===== src/rtl/roba_seq_divider_if.sv =====
// Handshake bundle for roba_seq_divider: operand channel in, result channel out.
interface roba_seq_divider_if #(
  parameter int N_BW = 64,
  parameter int D_BW = 32
) ();
  logic            in_valid;
  logic            in_ready;
  logic [N_BW-1:0] dividend;
  logic [D_BW-1:0] divisor;
  logic            out_valid;
  logic            out_ready;
  logic [N_BW-1:0] quotient;
  logic [D_BW-1:0] remainder;
  logic            div_by_zero;

  modport master (
    output in_valid, dividend, divisor, out_ready,
    input  in_ready, out_valid, quotient, remainder, div_by_zero
  );

  modport slave (
    input  in_valid, dividend, divisor, out_ready,
    output in_ready, out_valid, quotient, remainder, div_by_zero
  );
endinterface


===== src/rtl/roba_seq_divider.sv =====
// Sequential restoring divider: normalises the dividend to its leading one, then
// retires one quotient bit per cycle, so latency scales with the dividend magnitude.
module roba_seq_divider #(
  parameter int N_BW = 64,
  parameter int D_BW = 32,
  parameter int N_LG = $clog2(N_BW)
) (
  input  logic              clk,
  input  logic              rst,
  roba_seq_divider_if.slave bus
);

  typedef enum logic [1:0] {IDLE, NORM, CALC, DONE} state_t;

  state_t          state_r, state_nxt_s;
  logic [N_BW-1:0] dvd_r;
  logic [D_BW-1:0] dvs_r;
  logic [D_BW-1:0] pr_r;
  logic [N_BW-1:0] quo_r;
  logic [N_LG-1:0] cnt_r;
  logic            dbz_r;
  logic            in_ready_r;
  logic            out_valid_r;

  logic [N_LG-1:0] k_s;
  logic [N_LG-1:0] shamt_s;
  logic [D_BW:0]   pr_sh_s;
  logic            ge_s;
  logic [D_BW-1:0] pr_nxt_s;

  function automatic logic [N_LG-1:0] lead_one(input logic [N_BW-1:0] v);
    logic [N_LG-1:0] idx;
    idx = '0;
    for (int i = 0; i < N_BW; i++) begin
      if (v[i]) idx = N_LG'(i);
    end
    return idx;
  endfunction

  // Leading-one normalisation and one restoring-division step.
  // The stored remainder is always below the divisor, so D_BW bits hold it;
  // only the shifted trial value needs the extra bit.
  always_comb begin
    k_s      = lead_one(dvd_r);
    shamt_s  = N_LG'(N_BW - 1) - k_s;
    pr_sh_s  = {pr_r, dvd_r[N_BW-1]};
    ge_s     = (pr_sh_s >= {1'b0, dvs_r});
    if (ge_s) begin
      pr_nxt_s = D_BW'(pr_sh_s - {1'b0, dvs_r});
    end else begin
      pr_nxt_s = pr_sh_s[D_BW-1:0];
    end
  end

  // Next-state decode.
  always_comb begin
    state_nxt_s = state_r;
    case (state_r)
      IDLE: begin
        if (bus.in_valid) state_nxt_s = NORM;
        else              state_nxt_s = IDLE;
      end
      NORM: begin
        if ((dvs_r == '0) || (dvd_r == '0)) state_nxt_s = DONE;
        else                                state_nxt_s = CALC;
      end
      CALC: begin
        if (cnt_r == '0) state_nxt_s = DONE;
        else             state_nxt_s = CALC;
      end
      DONE: begin
        if (bus.out_ready) state_nxt_s = IDLE;
        else               state_nxt_s = DONE;
      end
      default: state_nxt_s = IDLE;
    endcase
  end

  // State register.
  always_ff @(posedge clk or posedge rst) begin
    if (rst) state_r <= IDLE;
    else     state_r <= state_nxt_s;
  end

  // Operand, partial remainder, quotient and handshake registers.
  always_ff @(posedge clk or posedge rst) begin
    if (rst) begin
      dvd_r       <= '0;
      dvs_r       <= '0;
      pr_r        <= '0;
      quo_r       <= '0;
      cnt_r       <= '0;
      dbz_r       <= 1'b0;
      in_ready_r  <= 1'b1;
      out_valid_r <= 1'b0;
    end else begin
      in_ready_r  <= (state_nxt_s == IDLE);
      out_valid_r <= (state_nxt_s == DONE);
      case (state_r)
        IDLE: begin
          if (bus.in_valid) begin
            dvd_r <= bus.dividend;
            dvs_r <= bus.divisor;
            dbz_r <= 1'b0;
          end
        end
        NORM: begin
          if (dvs_r == '0) begin
            quo_r <= '1;
            pr_r  <= dvd_r[D_BW-1:0];
            dbz_r <= 1'b1;
          end else if (dvd_r == '0) begin
            quo_r <= '0;
            pr_r  <= '0;
          end else begin
            dvd_r <= dvd_r << shamt_s;
            pr_r  <= '0;
            quo_r <= '0;
            cnt_r <= k_s;
          end
        end
        CALC: begin
          dvd_r <= dvd_r << 1;
          pr_r  <= pr_nxt_s;
          quo_r <= {quo_r[N_BW-2:0], ge_s};
          if (cnt_r != '0) cnt_r <= cnt_r - N_LG'(1);
        end
        DONE: begin
        end
        default: begin
        end
      endcase
    end
  end

  assign bus.in_ready    = in_ready_r;
  assign bus.out_valid   = out_valid_r;
  assign bus.quotient    = quo_r;
  assign bus.remainder   = pr_r;
  assign bus.div_by_zero = dbz_r;

endmodule

===== src/flat_wrapper.sv =====
// flat-port wrapper written by rule: the top's interface ports become plain ports
module roba_seq_divider_flat 
#(
  parameter int N_BW = 64,
  parameter int D_BW = 32,
  parameter int N_LG = $clog2(N_BW)
)
  (clk, rst, bus_in_valid, bus_dividend, bus_divisor, bus_out_ready, bus_in_ready, bus_out_valid, bus_quotient, bus_remainder, bus_div_by_zero);
  roba_seq_divider_if #(.N_BW(N_BW), .D_BW(D_BW)) bus_i ();
  input  logic clk;
  input  logic rst;
  input wire logic [$bits(bus_i.in_valid)-1:0] bus_in_valid;
  input wire logic [$bits(bus_i.dividend)-1:0] bus_dividend;
  input wire logic [$bits(bus_i.divisor)-1:0] bus_divisor;
  input wire logic [$bits(bus_i.out_ready)-1:0] bus_out_ready;
  output wire logic [$bits(bus_i.in_ready)-1:0] bus_in_ready;
  output wire logic [$bits(bus_i.out_valid)-1:0] bus_out_valid;
  output wire logic [$bits(bus_i.quotient)-1:0] bus_quotient;
  output wire logic [$bits(bus_i.remainder)-1:0] bus_remainder;
  output wire logic [$bits(bus_i.div_by_zero)-1:0] bus_div_by_zero;
  assign bus_i.in_valid = bus_in_valid;
  assign bus_i.dividend = bus_dividend;
  assign bus_i.divisor = bus_divisor;
  assign bus_i.out_ready = bus_out_ready;
  assign bus_in_ready = bus_i.in_ready;
  assign bus_out_valid = bus_i.out_valid;
  assign bus_quotient = bus_i.quotient;
  assign bus_remainder = bus_i.remainder;
  assign bus_div_by_zero = bus_i.div_by_zero;
  roba_seq_divider #(.N_BW(N_BW), .D_BW(D_BW), .N_LG(N_LG)) u_core (.clk(clk), .rst(rst), .bus(bus_i));
endmodule

===== config.mk =====
export PLATFORM = sky130hd
export DESIGN_NAME = roba_seq_divider_flat
export DESIGN_NICKNAME = d
export VERILOG_FILES = /design/src/rtl/roba_seq_divider_if.sv /design/src/rtl/roba_seq_divider.sv /design/src/flat_wrapper.sv
export SDC_FILE = /design/constraint.sdc
export NUM_CORES = 1
export LEC_CHECK = 0
export CAP_MARGIN = 0
export CORE_ASPECT_RATIO = 0.5
export CORE_MARGIN = 5
export CORE_UTILIZATION = 45
export CTS_CLUSTER_DIAMETER = 60
export DETAILED_ROUTE_END_ITERATION = 6
export PLACE_DENSITY = 0.62
export SETUP_SLACK_MARGIN = 0.3
export SLEW_MARGIN = 0
export SYNTH_ARGS = -nofsm -noshare
export SYNTH_HDL_FRONTEND = slang
export SYNTH_SLANG_ARGS = --single-unit

===== constraint.sdc =====
create_clock -name clk -period 7.6 [get_ports clk]
set_input_delay 1.14 -clock clk [delete_from_list [all_inputs] [get_ports clk]]
set_output_delay 1.14 -clock clk [all_outputs]
set_load 0.02 [all_outputs]

======== Yosys cells after proc, flatten, opt, wreduce, memory -nomap -nowiden ========
Index checks and enable logic that the tools add are counted.
cells by class
  add/sub/neg operators ................... 3
  $lt $le $gt $ge ......................... 1
  eq/ne operators ......................... 9
  shifts and indexed selects .............. 1
  multiplexer cells ....................... 84
  reductions and logical operators ........ 14
operators with widths
  kind                   number
  $mux W6                65
  $mux W64               4
  $pmux W64 S3           1
  $pmux W64 S2           1
  $logic_not A64 Y1      1
  $mux W32               2
  $pmux W32 S2           1
  $shl A64 B6 Y64        1
  $ge A33 B32 Y1         1
  $logic_not A32 Y1      1
  $sub A32 B32 Y32       1
  $pmux W6 S2            1
  $pmux W2 S4            1
  $reduce_and A4 Y1      2
  $eq A2 B2 Y1 const B   3
  $logic_not A6 Y1       1
  $mux W1                6
  $ne A2 B2 Y1 const B   3
  $reduce_bool A6 Y1     1
  $sub A6 B1 Y6 const B  1
  $sub A6 B6 Y6 const A  1
  $logic_not A2 Y1       2
  $ne A2 B1 Y1 const B   2
  $reduce_bool A2 Y1     2
  other kinds (7)        7
word-level totals
  register bits ........................... 203
  input port bits ......................... 100
  output and inout port bits .............. 99
  logic and storage cells ................. 121

======== Logic depth before layout (Yosys ltp) ========
Gate-level depths: netlist of the first run.
  depth after elaboration ................. 68
  gate-level depth with buffers ........... 16
  gate-level depth less buffers ........... 15

======== Worst setup path before layout of the first run ========
Ideal clock, no wire load.
  path type ............................... reg2reg
  start ................................... register u_core.dvd_r[52]
  end ..................................... register u_core.dvd_r[49]
  library setup time ...................... 0.125 ns
  arrival time ............................ 3.497 ns
  required time ........................... 7.475 ns
  path slack .............................. 3.978 ns
  stages on the path, launching flop included .. 14
  buffers on the path ..................... 3
  period minus slack after synthesis ...... 3.622 ns
  cells stage by stage .................... dfrtp_1 -> clkbuf_1 -> o311ai_0 -> nor3_1 -> o211a_4 -> nor2_4 -> mux4_2 -> mux2i_4 -> a31o_2 -> nand2_2 -> and2_1 -> clkbuf_2 -> buf_6 -> mux2_4
between the ends
  longest elaborated chain between the ends .. 17
  elaborated cells on any way between the ends .. 20
  those cells by class .................... 1 x add/sub; 1 x eq/ne; 1 x shift; 15 x mux; 2 x reduce/logical
RTL lines
  item                      line                     text
  start: declaration        roba_seq_divider.sv:16   logic [N_BW-1:0] dvd_r;
  start signal: assignment  roba_seq_divider.sv:102  dvd_r <= bus.dividend;
  start signal: assignment  roba_seq_divider.sv:116  dvd_r <= dvd_r << shamt_s;
  start signal: assignment  roba_seq_divider.sv:123  dvd_r <= dvd_r << 1;
  $mux W6 (12 in a row)     roba_seq_divider.sv:35   if (v[i]) idx = N_LG'(i);
  $sub A6 B6 Y6             roba_seq_divider.sv:45   shamt_s = N_LG'(N_BW - 1) - k_s;
  $shl A64 B6 Y64           roba_seq_divider.sv:116
  $mux W64                  roba_seq_divider.sv:112  end else if (dvd_r == '0) begin
  $mux W64                  roba_seq_divider.sv:108  if (dvs_r == '0) begin
  $pmux W64 S3              roba_seq_divider.sv:99   case (state_r)
Several ways; a longest one is shown, not always the timed one. The select of a mux whose other input is x is not followed.
A chain may end at the register's enable or synchronous reset.

======== Final worst setup path of the first run ========
  start ................................... register u_core.dvd_r[50]
  end ..................................... register u_core.dvd_r[17]
between the ends
  longest elaborated chain between the ends .. 19
  elaborated cells on any way between the ends .. 22
  those cells by class .................... 1 x add/sub; 1 x eq/ne; 1 x shift; 17 x mux; 2 x reduce/logical
RTL lines
  item                   line
  $mux W6 (14 in a row)  roba_seq_divider.sv:35
  $sub A6 B6 Y6          roba_seq_divider.sv:45
  $shl A64 B6 Y64        roba_seq_divider.sv:116
  $mux W64               roba_seq_divider.sv:112
  $mux W64               roba_seq_divider.sv:108
  $pmux W64 S3           roba_seq_divider.sv:99
Several ways; a longest one is shown, not always the timed one. The select of a mux whose other input is x is not followed.

==> summary.txt, run 1 <==
STA
  – Fin. Hold Viols: 0
  – Clock Skew: 41.30 ps
  – Min Tclk post-route: 5505 ps
  – Rel. slew slack: 15.12%
  – Setup Viol. Count Final: 0
  – F_max: 0.1817 GHz
  – Unrepaired setup endpoints after global routing: false
  – Setup TNS: 0 ps
  – Period utilisation layout: 72.43%
  – Worst slew pin tran: 1269 ps
  – Pins Over Slew Limit: 0

Worst setup path
  – FF-to-FF path depth: 13
  – Reg2reg setup slack: 2100 ps
  – CP most frequent cell: mux2i_1
  – Crit path launch type: register
  – Largest stage delay, worst path: 720 ps
  – Delay-heaviest family, CP: compound AO/OA/AOI/OAI gates
  – Slowest cell on crit path: o311ai_0
  – CP Data Required Time: 8050 ps
  – Crit Reg-Reg Endpoint: u_core.dvd_r[17]
  – Critical path fanouts, max: 33
  – CP Cell Sequence: nor2_1 -> o311ai_0 -> nor3_1 -> o211a_4 -> nor2_4 -> buf_4 -> mux4_2 -> mux2_2 -> mux2i_1 -> mux2i_1 -> a22oi_1 -> a211oi_1 -> a21o_1
  – Crit path arrival time: 5950 ps
  – Crit path depth: 13
  – Critical Path End Type: register
  – Worst Setup SP: u_core.dvd_r[50]
  – Bufs and invs on worst path: 1
  – RR Startpoint: u_core.dvd_r[50]
  – Crit Path Category: register to register
  – Worst setup path end: u_core.dvd_r[17]

Clock network
  – CTS tree: done
  – CTS resizes: 0
  – Maximum root-to-sink buffer count: 3
  – Clock slew at reported path FFs: 70 ps
  – Hold_buf cts: 0
  – Post-CTS Setup Inserts: 0
  – CTS sink cnt: 203
  – Num CTS Buffers: 23
  – Htree depth: 1
  – CTS root buf: clkbuf_16
  – Clock Latency Late Sink: 590 ps

Synthesis
  – Register area share after synthesis: 29.93%
  – Syn Std Cell Area: 0.01698 sq mm
  – Post-synthesis area per instance: 8.009 sq um
  – Library cells used by synthesis: 90
  – Ys Warns: 0
  – Synthesized flop and latch total: 203
  – Main synth FF type: dfrtp_1
  – Synth top area share: 29.77%
  – Synth cell count leaders: a21oi_1 (258), nand2_1 (212), dfrtp_1 (202)
  – Syn_nets: 2258
  – Post-synth top area cell: dfrtp_1
  – Gate count after technology mapping: 2120
  – Async set or reset register ratio after synthesis: 100.0%
  – Area contributors post-synth: dfrtp_1 (30%), a21oi_1 (7.6%), mux2i_1 (5.7%)
  – Post-synth EDFFs: 0
  – Cell with the most instances after synthesis: a21oi_1

Route
  – Met2 WL: 29750 um
  – Post-route DRC: 0
  – DR pass1 iterations: 7
  – Vias/cell: 6.683
  – DRT Wirelength: 73230 um
  – Vias: 17910
  – Drt wl/cell: 27.33 um
  – Highest routed metal layer: met5
  – Met1 WL: 31990 um
  – Initial detailed-routing violation count: 2320
  – Final antenna-violating net count: 0
  – WL met3: 8177 um

Placed design
  – HPWL Detailed: 52990 um
  – Routability cong.: 1.019
  – Buffers on Ports: 198

Outcome
  – Status: completed

Layout
  – Fillers: 3539
  – # nets final: 2310
  – Area growth syn-to-layout: 16.93%
  – Layout cell share with drive strength beyond 1: 9.469%
  – Antenna Cells: 0

Global route
  – Initial antenna violation count: 1
  – Largest net degree at the start of global routing: 122
  – Vias in the first global route: 16540
  – Global-route wire length before repair: 109500 um
  – GR Overflow Total: 0
  – Global Route Usage Sum: 33.61%

Die
  – Die area: 0.04195 sq mm
  – Area of the core: 0.03735 sq mm
  – Cell Rows: 50
  – Chip width: 284.7 um
  – Starting Density: 45.46%
  – Die height: 147.4 um
  – I/O pin count: 199

Run
  – Max_cap viols: 0

Worst hold path
  – Worst min-delay path class: register to register
## worst min path at each step
stage                                   to                   start  cells after the start
floorplan                  u_core.cnt_r[2]         u_core.cnt_r[2]                      2
global placement    u_core.bus.quotient[0]  u_core.bus.quotient[0]                      2
detailed placement  u_core.bus.quotient[0]  u_core.bus.quotient[0]                      2
CTS                 u_core.bus.quotient[0]  u_core.bus.quotient[0]                      2
global route              u_core.dvs_r[19]        u_core.dvs_r[19]                      1
finish              u_core.bus.quotient[0]  u_core.bus.quotient[0]                      2
## registers in the layout (all words and copies together) (netlist names)
signal,cells
u_core.bus.div_by_zero,1
u_core.bus.in_ready,1
u_core.bus.out_valid,1
u_core.bus.quotient,64
u_core.bus.remainder,32
u_core.cnt_r,6
u_core.dvd_r,64
u_core.dvs_r,32
u_core.state_r,2
## kinds of logic (layout without fill, tap and decap cells)
family / count (synthesis) / count (layout) / share of synthesized area (%)
XOR/XNOR: 23 / 23 / 1.186
AO/OA/AOI/OAI: 745 / 745 / 28.00
buffers and inverters: 273 / 339 / 6.595
flip-flops: 203 / 203 / 29.93
multiplexers: 191 / 191 / 13.83
adder cells (fa/ha/maj): 38 / 38 / 2.844
AND/OR/NAND/NOR: 647 / 647 / 17.62
## per-stage QoR
step	utilization [%]	setup WS [ps]	instances	hold slack, ps	area, sq um
2_1_floorplan	-	922.6	2120	475.3	16980
3_3_place_gp	51.11	2354	2641	506.8	19090
3_5_place_dp	51.11	2253	2641	511.2	19090
4_1_cts	53.16	2251	2680	525.7	19850
5_1_grt	53.16	1992	2680	555.1	19850
6_report	53.16	2095	2680	523.3	19850
## final cells by class
| cell class | instances | area, sq um | share of cell area, % |
|---|---|---|---|
| Timing Repair Buffer | 239 | 2315 | 11.66 |
| Clock buffer | 31 | 655.6 | 3.302 |
| Tap cell | 494 | 618.1 | 3.113 |
| Multi-Input combinational cell | 1644 | 10840 | 54.58 |
| Clock inverter | 8 | 111.4 | 0.5609 |
| Sequential cell | 203 | 5081 | 25.59 |
| Inverter | 61 | 236.5 | 1.191 |
## worst min-delay path, stage by stage (launching register included)
cell     delay (ps)
dfrtp_1         370
nand2_1          60
o21ai_0          60
## per-layer routing
metal,vias to the layer above,track usage (%)
met1,8646,50.06
met4,2,12.41
li1,7959,-
met2,1102,46.88
met5,-,0
met3,202,8.233
## cell usage in the layout (no fill, tap or decap), types with 35 or more instances in the layout
cell type / n
nand3_1: 54
clkdlybuf4s50_1: 198
o21ai_0: 141
dfrtp_1: 202
o211ai_1: 43
ha_1: 35
mux2i_1: 97
buf_4: 39
a21oi_1: 258
nor2_1: 193
and3_1: 38
mux2_2: 65
inv_1: 59
nand2_1: 211
Power of run 1 is left out: the tool's default activity adds up to more than one toggle a clock period on the data nets, which glitch-free logic cannot reach.
==> run 2, diff against run 1 <==
Clock period 7.6 ns to 5.5 ns, I/O delays scaled along.
==> run 2 against run 1 <==
Effect of this change: worst setup slack got worse by 1800 ps; flip-flop and latch count did not move; final area rose by 3.2%; register-to-register slack got worse by 1800 ps; global-route usage rose by 1.4 points; fmax rose by 6.1%; first-iteration DRC count rose by 6.2%; critical endpoint is now u_core.dvd_r[61]; largest cell class unchanged.
==> summary.txt, run 2 (synthesis results as in run 1) <==
Clock network
  – CTS tree: done
  – Clock Latency Late Sink: 580 ps
  – CTS root buf: clkbuf_16
  – Htree depth: 1
  – Hold_buf cts: 0
  – Post-CTS Setup Inserts: 0
  – Clock slew at reported path FFs: 60 ps
  – CTS resizes: 0
  – CTS sink cnt: 203
  – Maximum root-to-sink buffer count: 3
  – Num CTS Buffers: 24

Placed design
  – Routability cong.: 1.042
  – Post-place setup slack: 612.1 ps
  – Placed cells: 2707
  – HPWL Detailed: 56280 um
  – Buffers on Ports: 198

STA
  – Rel. slew slack: 19.87%
  – Worst slew pin tran: 1172 ps
  – Setup TNS: 0 ps
  – F_max: 0.1928 GHz
  – Fin. Hold Viols: 0
  – Clock Skew: 25.06 ps
  – Min Tclk post-route: 5187 ps
  – Pins Over Slew Limit: 0
  – Unrepaired setup endpoints after global routing: false
  – Setup Viol. Count Final: 0
  – Final WS setup: 313.5 ps
  – Period utilisation layout: 94.30%

Route
  – Vias/cell: 6.609
  – Vias: 18180
  – Final antenna-violating net count: 0
  – Initial detailed-routing violation count: 2463
  – Post-route DRC: 0
  – DRT Wirelength: 76320 um
  – Drt wl/cell: 27.74 um
  – DR pass1 iterations: 6

Worst setup path
  – Crit path arrival time: 5650 ps
  – Largest stage delay, worst path: 940 ps
  – CP Data Required Time: 5970 ps
  – RR Startpoint: u_core.dvd_r[23]
  – FF-to-FF path depth: 11
  – Critical Path End Type: register
  – CP Cell Sequence: or4_1 -> a211oi_1 -> o211ai_1 -> nand2_2 -> buf_4 -> nand2_1 -> o2bb2ai_1 -> o21ai_0 -> o21ai_1 -> a221oi_1 -> o41ai_1
  – Slowest cell on crit path: a211oi_1
  – Crit path launch type: register
  – Critical path fanouts, max: 36
  – Reg2reg setup slack: 310 ps
  – Crit Reg-Reg Endpoint: u_core.dvd_r[61]
  – Crit Path Category: register to register

Global route
  – Met1 usage: 51.81%
  – Global-route wire length before repair: 113500 um
  – Largest net degree at the start of global routing: 194
  – Met3 Resource Use GR: 8.264%
  – Initial antenna violation count: 2
  – Global Route Usage Sum: 34.97%
  – Global Route met2 Usage: 49.46%
  – Vias in the first global route: 17080
  – GR Overflow Total: 0
  – GR peak layer: met1

Layout
  – Non-Filler Instances: 2751
  – Commonest non-fill, non-tap cell in the layout: a21oi_1
  – Fin util: 54.85%
  – Most frequent cells in the layout: a21oi_1 (258), nand2_1 (211), dfrtp_1 (202)
  – # nets final: 2377
  – Reg area: 0.005081 sq mm
  – Layout cell share with drive strength beyond 1: 12.32%
  – Area growth syn-to-layout: 20.65%
  – Antenna Cells: 0
  – Fillers: 3523
  – Multi-input gate area: 0.01084 sq mm

Die
  – Area of the core: 0.03735 sq mm
  – I/O pin count: 199
  – Chip width: 284.7 um
  – Die height: 147.4 um
  – Die area: 0.04195 sq mm
  – Cell Rows: 50
  – Starting Density: 45.46%

Worst hold path
  – Hold path start: u_core.bus.quotient[0]
  – Hold depth: 2
  – Worst hold path endpoint: u_core.bus.quotient[0]
  – Worst min-delay path class: register to register

Outcome
  – Status: completed

Run
  – Max_cap viols: 0
## run 2: cell count changes in the layout (fill, tap and decap cells not counted), sizes merged
cell      before  now
buf           41  107
clkinv         4    6
inv           62   63
clkbuf        31   32
clkinvlp       1    2
## run 2: worst max-delay path by stage
| stage | startpoint | end | slack [ps] |
|---|---|---|---|
| 5_1_grt | u_core.dvd_r[23] | u_core.dvd_r[36] | 320 |
| 4_1_cts | u_core.dvd_r[40] | u_core.dvd_r[57] | 570 |
| 2_1_floorplan | u_core.dvd_r[52] | u_core.dvd_r[49] | 1880 |
| 3_3_place_gp | u_core.dvd_r[40] | u_core.dvd_r[57] | 550 |
| 6_report | u_core.dvd_r[23] | u_core.dvd_r[61] | 310 |
| 3_5_place_dp | u_core.dvd_r[40] | u_core.dvd_r[57] | 610 |
## run 2: cell type report
type	count	area share [%]
clock buffers	32	3.274
clock inverters	12	0.7574
inverters	61	1.136
multi-input cells	1644	52.93
flip-flops and latches	203	24.80
well taps	494	3.017
repair buffers	305	14.09
## run 2: critical path: cells and delay by family (launching register included)
kind | cells | cell delay [ps]
compound gates | 7 | 2620
flops | 1 | 630
simple gates | 3 | 1280
buf+inv | 1 | 520
## run 2: metrics by stage
step	instance area, sq um	hold WS, ps
6_report	20480	513.1
4_1_cts	20480	519.5
2_1_floorplan	16980	475.3
5_1_grt	20480	548.4
3_3_place_gp	19650	502.0
3_5_place_dp	19650	503.4
## run 2: per-layer routing
layer | vias up | part of all wire (%) | wire, um
li1 | 8073 | - | -
met1 | 8803 | 43 | 32970
met2 | 1089 | 41 | 31370
met3 | 211 | 11 | 8543
met4 | 4 | 4.4 | 3376
met5 | - | 0.075 | 57
Power of run 2 is left out for the same reason.
